$ cat config.mk
export PLATFORM = sky130hd
export DESIGN_NAME = ctrl_pipeline_hazard
export DESIGN_NICKNAME = d
export VERILOG_FILES = /design/src/rtl/pipe_ctrl_pkg.sv /design/src/rtl/forward_unit.sv /design/src/rtl/ctrl_pipeline_hazard.sv
export SDC_FILE = /design/constraint.sdc
export NUM_CORES = 1
export LEC_CHECK = 0
export CORE_MARGIN = 1.5
export CORE_UTILIZATION = 42
export DETAILED_ROUTE_END_ITERATION = 8
export HOLD_SLACK_MARGIN = 0.05
export PLACE_DENSITY = 0.85
export SLEW_MARGIN = 20
export SYNTH_ARGS = -nofsm -noshare
export SYNTH_HDL_FRONTEND = slang
export SYNTH_SLANG_ARGS = --single-unit
$ cat constraint.sdc
create_clock -name clk -period 2.57 [get_ports clk]
set_input_delay 0.514 -clock clk [delete_from_list [all_inputs] [get_ports clk]]
set_output_delay 0.514 -clock clk [all_outputs]
set_load 0.01 [all_outputs]
$ cat src/rtl/pipe_ctrl_pkg.sv
// Shared control-bundle layout, register-index widths and select encodings for the
// pipeline control path and the opcode decoder.
package pipe_ctrl_pkg;

    localparam int unsigned CTRL_W = 13;
    localparam int unsigned REG_W  = 5;
    localparam logic [REG_W-1:0] RA_REG = 5'd31;

    // Bundle bit positions, MSB to LSB.
    localparam int unsigned CTRL_REGDST_HI   = 12;
    localparam int unsigned CTRL_REGDST_LO   = 11;
    localparam int unsigned CTRL_JUMP        = 10;
    localparam int unsigned CTRL_BRANCH      = 9;
    localparam int unsigned CTRL_BRTYPE      = 8;
    localparam int unsigned CTRL_MEMREAD     = 7;
    localparam int unsigned CTRL_MEMTOREG_HI = 6;
    localparam int unsigned CTRL_MEMTOREG_LO = 5;
    localparam int unsigned CTRL_MEMWRITE    = 4;
    localparam int unsigned CTRL_ALUSRC      = 3;
    localparam int unsigned CTRL_REGWRITE    = 2;
    localparam int unsigned CTRL_ALUOP_HI    = 1;
    localparam int unsigned CTRL_ALUOP_LO    = 0;

    typedef logic [CTRL_W-1:0] ctrl_t;
    typedef logic [REG_W-1:0]  reg_idx_t;

    typedef enum logic [1:0] {
        RegDstRt   = 2'b00,
        RegDstRd   = 2'b01,
        RegDstRa   = 2'b10,
        RegDstZero = 2'b11
    } regdst_e;

    localparam logic [1:0] FWD_RF  = 2'b00;
    localparam logic [1:0] FWD_MEM = 2'b10;
    localparam logic [1:0] FWD_WB  = 2'b01;

    localparam logic [5:0] OP_RTYPE = 6'h00;
    localparam logic [5:0] OP_J     = 6'h02;
    localparam logic [5:0] OP_JAL   = 6'h03;
    localparam logic [5:0] OP_BEQ   = 6'h04;
    localparam logic [5:0] OP_BNE   = 6'h05;
    localparam logic [5:0] OP_ADDI  = 6'h08;
    localparam logic [5:0] OP_LW    = 6'h23;
    localparam logic [5:0] OP_SW    = 6'h2b;

    function automatic regdst_e regdst_of(ctrl_t c);
        return regdst_e'(c[CTRL_REGDST_HI:CTRL_REGDST_LO]);
    endfunction

endpackage

$ cat src/rtl/forward_unit.sv
// Combinational ALU operand forwarding selects; the EX/MEM result wins over MEM/WB.
module forward_unit
    import pipe_ctrl_pkg::*;
(
    input  logic [REG_W-1:0] ex_rs_i,
    input  logic [REG_W-1:0] ex_rt_i,
    input  logic             mem_regwrite_i,
    input  logic [REG_W-1:0] mem_dest_i,
    input  logic             wb_regwrite_i,
    input  logic [REG_W-1:0] wb_dest_i,
    output logic [1:0]       fwd_a_o,
    output logic [1:0]       fwd_b_o
);

    function automatic logic [1:0] fwd_sel(
        logic [REG_W-1:0] src,
        logic             mem_we,
        logic [REG_W-1:0] mem_dst,
        logic             wb_we,
        logic [REG_W-1:0] wb_dst
    );
        if (mem_we && (mem_dst != '0) && (mem_dst == src)) begin
            return FWD_MEM;
        end else if (wb_we && (wb_dst != '0) && (wb_dst == src)) begin
            return FWD_WB;
        end
        return FWD_RF;
    endfunction

    always_comb begin
        fwd_a_o = fwd_sel(ex_rs_i, mem_regwrite_i, mem_dest_i, wb_regwrite_i, wb_dest_i);
        fwd_b_o = fwd_sel(ex_rt_i, mem_regwrite_i, mem_dest_i, wb_regwrite_i, wb_dest_i);
    end

endmodule

$ cat src/rtl/ctrl_pipeline_hazard.sv
// Control-side ID/EX, EX/MEM, MEM/WB registers with load-use stall, branch/jump flush
// and operand forwarding selects.
module ctrl_pipeline_hazard
    import pipe_ctrl_pkg::*;
(
    input  logic              clk,
    input  logic              reset,
    input  logic [CTRL_W-1:0] id_ctrl,
    input  logic [REG_W-1:0]  id_rs,
    input  logic [REG_W-1:0]  id_rt,
    input  logic [REG_W-1:0]  id_rd,
    input  logic              ex_zero,
    output logic [CTRL_W-1:0] ex_ctrl,
    output logic [REG_W-1:0]  ex_rs,
    output logic [REG_W-1:0]  ex_rt,
    output logic [REG_W-1:0]  ex_dest,
    output logic [CTRL_W-1:0] mem_ctrl,
    output logic [REG_W-1:0]  mem_dest,
    output logic [CTRL_W-1:0] wb_ctrl,
    output logic [REG_W-1:0]  wb_dest,
    output logic              branch_taken,
    output logic              stall,
    output logic              pc_write,
    output logic              ifid_write,
    output logic              ifid_flush,
    output logic [1:0]        fwd_a,
    output logic [1:0]        fwd_b
);

    logic [CTRL_W-1:0] ex_ctrl_q, ex_ctrl_d;
    logic [REG_W-1:0]  ex_rs_q, ex_rs_d;
    logic [REG_W-1:0]  ex_rt_q, ex_rt_d;
    logic [REG_W-1:0]  ex_rd_q, ex_rd_d;
    logic [CTRL_W-1:0] mem_ctrl_q, mem_ctrl_d;
    logic [REG_W-1:0]  mem_dest_q, mem_dest_d;
    logic [CTRL_W-1:0] wb_ctrl_q, wb_ctrl_d;
    logic [REG_W-1:0]  wb_dest_q, wb_dest_d;

    logic             load_use;
    logic             bubble;
    logic [REG_W-1:0] ex_dest_w;

    always_comb begin
        ex_dest_w = '0;
        unique case (regdst_of(ex_ctrl_q))
            RegDstRt:   ex_dest_w = ex_rt_q;
            RegDstRd:   ex_dest_w = ex_rd_q;
            RegDstRa:   ex_dest_w = RA_REG;
            RegDstZero: ex_dest_w = '0;
            default:    ex_dest_w = '0;
        endcase
    end

    always_comb begin
        branch_taken = ex_ctrl_q[CTRL_BRANCH] & (ex_zero ^ ex_ctrl_q[CTRL_BRTYPE]);
        load_use     = ex_ctrl_q[CTRL_MEMREAD] && (ex_rt_q != '0) &&
                       ((ex_rt_q == id_rs) || (ex_rt_q == id_rt));
        // A taken branch squashes the ID instruction anyway, so it cancels the stall.
        stall        = load_use & ~branch_taken;
        bubble       = stall | branch_taken;
        pc_write     = ~stall;
        ifid_write   = ~stall;
        ifid_flush   = id_ctrl[CTRL_JUMP] | branch_taken;
    end

    always_comb begin
        mem_ctrl_d = ex_ctrl_q;
        mem_dest_d = ex_dest_w;
        wb_ctrl_d  = mem_ctrl_q;
        wb_dest_d  = mem_dest_q;
        ex_ctrl_d  = id_ctrl;
        ex_rs_d    = id_rs;
        ex_rt_d    = id_rt;
        ex_rd_d    = id_rd;
        if (bubble) begin
            ex_ctrl_d = '0;
            ex_rs_d   = '0;
            ex_rt_d   = '0;
            ex_rd_d   = '0;
        end
    end

    always_ff @(posedge clk) begin
        if (reset) begin
            ex_ctrl_q  <= '0;
            ex_rs_q    <= '0;
            ex_rt_q    <= '0;
            ex_rd_q    <= '0;
            mem_ctrl_q <= '0;
            mem_dest_q <= '0;
            wb_ctrl_q  <= '0;
            wb_dest_q  <= '0;
        end else begin
            ex_ctrl_q  <= ex_ctrl_d;
            ex_rs_q    <= ex_rs_d;
            ex_rt_q    <= ex_rt_d;
            ex_rd_q    <= ex_rd_d;
            mem_ctrl_q <= mem_ctrl_d;
            mem_dest_q <= mem_dest_d;
            wb_ctrl_q  <= wb_ctrl_d;
            wb_dest_q  <= wb_dest_d;
        end
    end

    forward_unit u_forward_unit (
        .ex_rs_i        (ex_rs_q),
        .ex_rt_i        (ex_rt_q),
        .mem_regwrite_i (mem_ctrl_q[CTRL_REGWRITE]),
        .mem_dest_i     (mem_dest_q),
        .wb_regwrite_i  (wb_ctrl_q[CTRL_REGWRITE]),
        .wb_dest_i      (wb_dest_q),
        .fwd_a_o        (fwd_a),
        .fwd_b_o        (fwd_b)
    );

    assign ex_ctrl  = ex_ctrl_q;
    assign ex_rs    = ex_rs_q;
    assign ex_rt    = ex_rt_q;
    assign ex_dest  = ex_dest_w;
    assign mem_ctrl = mem_ctrl_q;
    assign mem_dest = mem_dest_q;
    assign wb_ctrl  = wb_ctrl_q;
    assign wb_dest  = wb_dest_q;

endmodule

### After elaboration in Yosys (flattened, before gate mapping)

Cells that the tools add are included.

* register bits: 64
* input bits: 31
* output and inout port bits: 73

* equality and inequality tests: 9
* multiplexer cells: 11
* bitwise logic cells: 7
* reduce and logical (&&, ||, !) cells: 14

Operator list (count)
* equality test 5 bit: 6
* case mux 5 bit (4 select lines): 1
* nonzero test 5 bit: 3
* two-way mux 2 bit: 6
* logical AND 1 bit: 8
* equality test 2 bit (second input constant): 2
* two-way mux 1 bit: 4
* bitwise AND 1 bit: 2
* equality test 2 x 1 -> 1 bit (second input constant): 1
* logical NOT 2 bit: 1
* NOT 1 bit: 2
* OR 1 bit: 2
* OR reduction 2 bit: 1
* logical OR 1 bit: 1
* bitwise XOR 1 bit: 1

### Logic depth before layout (Yosys ltp)

* word-level depth: 6
* gate-level depth with buffers: 7
* depth with buffers taken out: 4

### Hierarchy

Synthesis repeated with hierarchy kept, for this count alone.

* cells, all modules: 246
* area total of the unflattened synthesis: 2448.6 um2

Modules (own cells, without submodules)
* ctrl_pipeline_hazard: instances 1, cells each 212, area an instance 2178.3 um2, seq. area each 1281.2 um2
* forward_unit: instances 1, cells each 34, area an instance 270.3 um2, seq. area each 0.0 um2

### Worst setup path after synthesis

Ideal clock, no wire load.

* kind: reg-to-output
* from: register ex_rt_q[2] (netlist: ex_rt[2])
* to: output pc_write
* arrival time: 1617 ps
* data required time: 2056 ps
* path slack: 439 ps
* cell stages (with the launch flop): 7
* path buffers: 3
* path through: dfxtp_1 -> buf_4 -> or4_1 -> o21a_2 -> buf_6 -> nand3_1 -> buf_4

* longest elaborated chain between the ends: 5

RTL lines
* start, declared: line ctrl_pipeline_hazard.sv:32 `logic [REG_W-1:0] ex_rt_q, ex_rt_d;`
* start signal, assigned: line ctrl_pipeline_hazard.sv:96 `ex_rt_q <= ex_rt_d;`
* equality test 5 bit or nonzero test 5 bit (tied branches): line ctrl_pipeline_hazard.sv:57, ctrl_pipeline_hazard.sv:56
* logical OR 1 bit or logical AND 1 bit (tied branches): line ctrl_pipeline_hazard.sv:57, ctrl_pipeline_hazard.sv:56
* logical AND 1 bit (*): line ctrl_pipeline_hazard.sv:56 `load_use = ex_ctrl_q[CTRL_MEMREAD] && (ex_rt_q != '0) &&`
* bitwise AND 1 bit (*): line ctrl_pipeline_hazard.sv:59 `stall = load_use & ~branch_taken;`
* NOT 1 bit (*)
* end, declared: line ctrl_pipeline_hazard.sv:23 `output logic pc_write,`

Mark *: on every way between the ends. The rest lies on a longest branch, timed or not.

### Worst setup path after layout

* from: register mem_dest_q[1] (netlist: mem_dest[1])
* to: output fwd_a[1]

* longest elaborated chain between the ends: 5

RTL lines
* start, declared: line ctrl_pipeline_hazard.sv:35 `logic [REG_W-1:0] mem_dest_q, mem_dest_d;`
* start signal, assigned: line ctrl_pipeline_hazard.sv:99 `mem_dest_q <= mem_dest_d;`
* nonzero test 5 bit: line forward_unit.sv:22 `if (mem_we && (mem_dst != '0) && (mem_dst == src)) begin`
* logical AND 1 bit: line forward_unit.sv:22
* logical AND 1 bit (*): line forward_unit.sv:22
* two-way mux 2 bit or two-way mux 1 bit (tied branches): line forward_unit.sv:22
* two-way mux 2 bit (*): line forward_unit.sv:27 `return FWD_RF;`
* end, declared: line ctrl_pipeline_hazard.sv:26 `output logic [1:0] fwd_a,`

Marked as above.

==> results.md <==
### Worst setup path
- output port — crit end category
- 0.56 ns — peak per-stage delay on the critical path
- flip-flop — type of origin of the critical path
- flip-flop to output port — class of the most critical setup path
- 4 — worst reg-to-reg path cell count
- 2.06 ns — Worst EP required
- or4_1 -> o21ai_2 -> nor4_2 -> clkdlybuf4s50_1 — critical path cell sequence
- 0.98 ns — Register-to-Register Setup Slack
- ex_ctrl[0] — worst reg2reg path endpoint
- 2.00 ns — Worst Path Arrival
- 2 — highest net fanout along the worst path
- or4_1 — highest-delay cell along the critical path
- simple AND/OR/NAND/NOR gates — family of cells with the greatest summed delay on the critical path
- 1 — sum of buffers and inverters on the critical path
- ex_rt[1] — FF-to-FF Start

### Layout
- 55.7% — relative area change from synthesis to final layout
- 393 — Nets
- 13.1% — ratio of cells with drive above 1 in the final layout
- 3870 um^2 — cell area after layout
- 0 — Inserted Diodes
- 439 — Non-Filler Instances
- 68.9% — Post-Route Utilization

### Synth
- 283 — Synth Net Count
- 0 — number of warnings printed during yosys synthesis
- dfxtp_1 (64), nor2b_1 (37), a21oi_1 (28), nand3b_1 (28), xnor2_1 (18) — Post-synth top cells
- 51.6% — portion of the post-synthesis area used by sequential elements
- dfxtp_1 — count leader, synth
- 0% — async set or reset register ratio after synthesis
- dfxtp_1 — dominant register cell in the synthesized netlist
- 0 — number of enable-type register cells in the synthesized netlist
- dfxtp_1 — library cell occupying the most area in the post-synthesis netlist
- 64 — register bit count reported by yosys
- dfxtp_1 (52%), nor2b_1 (9.3%), nand3b_1 (8.5%), xnor2_1 (6.3%), a21oi_1 (5.6%) — top post-synthesis cells by area
- 252 — post-synthesis instance total
- 9.86 um^2 — mean instance size in the synthesized netlist
- 24 — distinct cell type count after synthesis
- 2480 um^2 — Netlist Area Pre-Place
- 51.6% — Synth top area share

### Place
- 421 — cell count after placement
- 103 — count of buffers from port buffering
- 4530 um — half-perimeter wire length of the detailed placement result
- 3600 um^2 — total placed instance area
- 0.814 — RePlAce Congestion

### Floorplanning
- 44.3% — Initial Utilization
- 5610 um^2 — Std-Cell Core Area
- 6380 um^2 — Die Footprint
- 27 — cell row count
- 104 — I/O pin cnt
- 79.9 um — die height
- 79.9 um — overall die width

### Hold path
- 1 — count of cells along the worst hold path
- flip-flop to flip-flop — class of the tightest hold or removal check
- wb_ctrl[1] — WHS Endpoint
- mem_ctrl[1] — Hold Path Origin

### Timing
- 2.51 ns — shortest period the worst path allows
- 0 — Setup violations, final
- 0 — Final Max Slew Viols
- 0.330 ns — Worst Max-Slew Pin Slew
- 0 — final hold violations
- 0.00970 ns — worst-case clock skew
- 0.398 GHz — timing-limited maximum frequency
- 78.0% — normalized max-slew margin
- yes — RSZ-0062 raised after global routing
- 0.458 ns — smallest hold slack
- 97.6% — share of the cycle needed by the critical path after routing

### Global routing
- 0 — antenna violations before repair
- 1,967 — number of global-route vias before repair
- 39 — maximum number of pins on one net before global-route repair
- 19.8% — GRT Util Overall
- 9540 um — global-route wire length before repair
- 0 — residual overflow from global routing

### Routing
- 57 — DRC marker count from the first detailed-route iteration
- 6090 um — Post-Route WL
- 0 — ANT nets after route
- 13.9 um — average detailed-routed wire length per instance
- 4 — number of optimization iterations in the first detailed-route pass
- 4.66 — via/cell ratio
- 0 — Post-route DRC
- 2,047 — via count

### CTS
- 64 — clock net sink count
- built — CTS tree
- 3 — H-tree levels
- 9 — TritonCTS Buffers
- 2 — deepest clock path buffer count
- clkbuf_8 — cell at the root of the clock tree
- 0.33 ns — clock insertion delay at the later pin of the skew report
- 0.07 ns — clock slew at reported path FFs
- 0 — post-cts hold buffer count

### Power
- 0.366 mV — largest voltage drop on the vdd net
- 2.46 mW — sum of internal, switching and leakage power
- 1.56 nW — leakage power of the design
- 636 nW/um^2 — power density normalized to cell area

### Job
- 0 — number of maximum-capacitance constraint violations

### Run status
- completed — status

## what timing repair did
action	4_1_cts	5_1_grt
setup endpoints to repair	8	4
gates resized for setup	11	6
buffers inserted	0	2
pin swaps	1	2
## final cells by class
class,count,area [um^2]
well taps,72,90.1
flip-flops and latches,64,1280
fillers,461,1740
clock inverters,5,78.8
clock buffers,11,151
multi-input cells,163,1080
inverters,1,3.75
repair buffers,123,1170
## routing by layer
layer  track usage, %  vias to the layer above  wire length (um)
met5                0                        -                 0
met4             9.83                        0               118
met3             4.00                       10               259
met2             34.3                       66              3200
met1             23.1                      919              2520
li1                 -                     1052                 -
## cell families (layout without fill, tap and decap cells)
kind of cell / Yosys count / in the layout / share of synthesized area [%]
buf+inv: 25 / 140 / 5.74
xor+xnor: 31 / 31 / 10.9
simple gates: 95 / 95 / 24.1
compound gates: 37 / 37 / 7.66
flops: 64 / 64 / 51.6
## sequential cells by signal, indices dropped and copies added (netlist names)
| signal | count |
|---|---|
| ex_rt | 5 |
| mem_ctrl | 13 |
| ex_rd_q | 5 |
| ex_ctrl | 13 |
| mem_dest | 5 |
| ex_rs | 5 |
| wb_dest | 5 |
| wb_ctrl | 13 |
## per-stage QoR
stage                     setup slack, ns  setup TNS, ns
after floorplan                     0.439              0
after CTS                         -0.0219        -0.0219
after global placement             -0.134         -0.250
after detailed placement           -0.177         -0.393
after global routing              -0.0651        -0.0651
final                              0.0605              0
## placed cells by master (no fill, tap or decap), drive strengths merged, types with 2 or more instances in the layout
cell / count
xor2: 13
nand3b: 28
a21oi: 28
nand2: 8
clkbuf: 12
dfxtp: 64
buf: 21
clkinv: 3
nor2: 5
xnor2: 18
dlygate4sd2: 3
dlymetal6s2s: 2
nand3: 6
nor3: 2
nor4: 3
clkdlybuf4s50: 95
or4: 4
bufinv: 2
o21ai: 7
nor2b: 37
## worst reg2reg max path, cell delays in order (launching register included)
cell,delay [ns]
dfxtp_1,0.34
or4_1,0.54
o21a_2,0.23
buf_4,0.23
a21oi_1,0.18
## worst max path at each step
stage               slack (ns)  endpoint         from  cells after the start
floorplan                 0.44  pc_write     ex_rt[2]                      6
detailed placement       -0.18     stall     id_rt[0]                      6
CTS                      -0.02  fwd_a[0]  mem_dest[1]                      5
global route             -0.07  fwd_a[1]  mem_dest[4]                      5
finish                    0.06  fwd_a[1]  mem_dest[1]                      4
global placement         -0.13     stall     id_rt[4]                      6
## where the power goes
part           internal [mW]  total (mW)  switching, mW
sequential              1.05        1.09         0.0396
combinational          0.239       0.416          0.177
clock                  0.597       0.959          0.362
total                   1.88        2.46          0.578
Note: power is estimated with default switching activity, not from simulation.
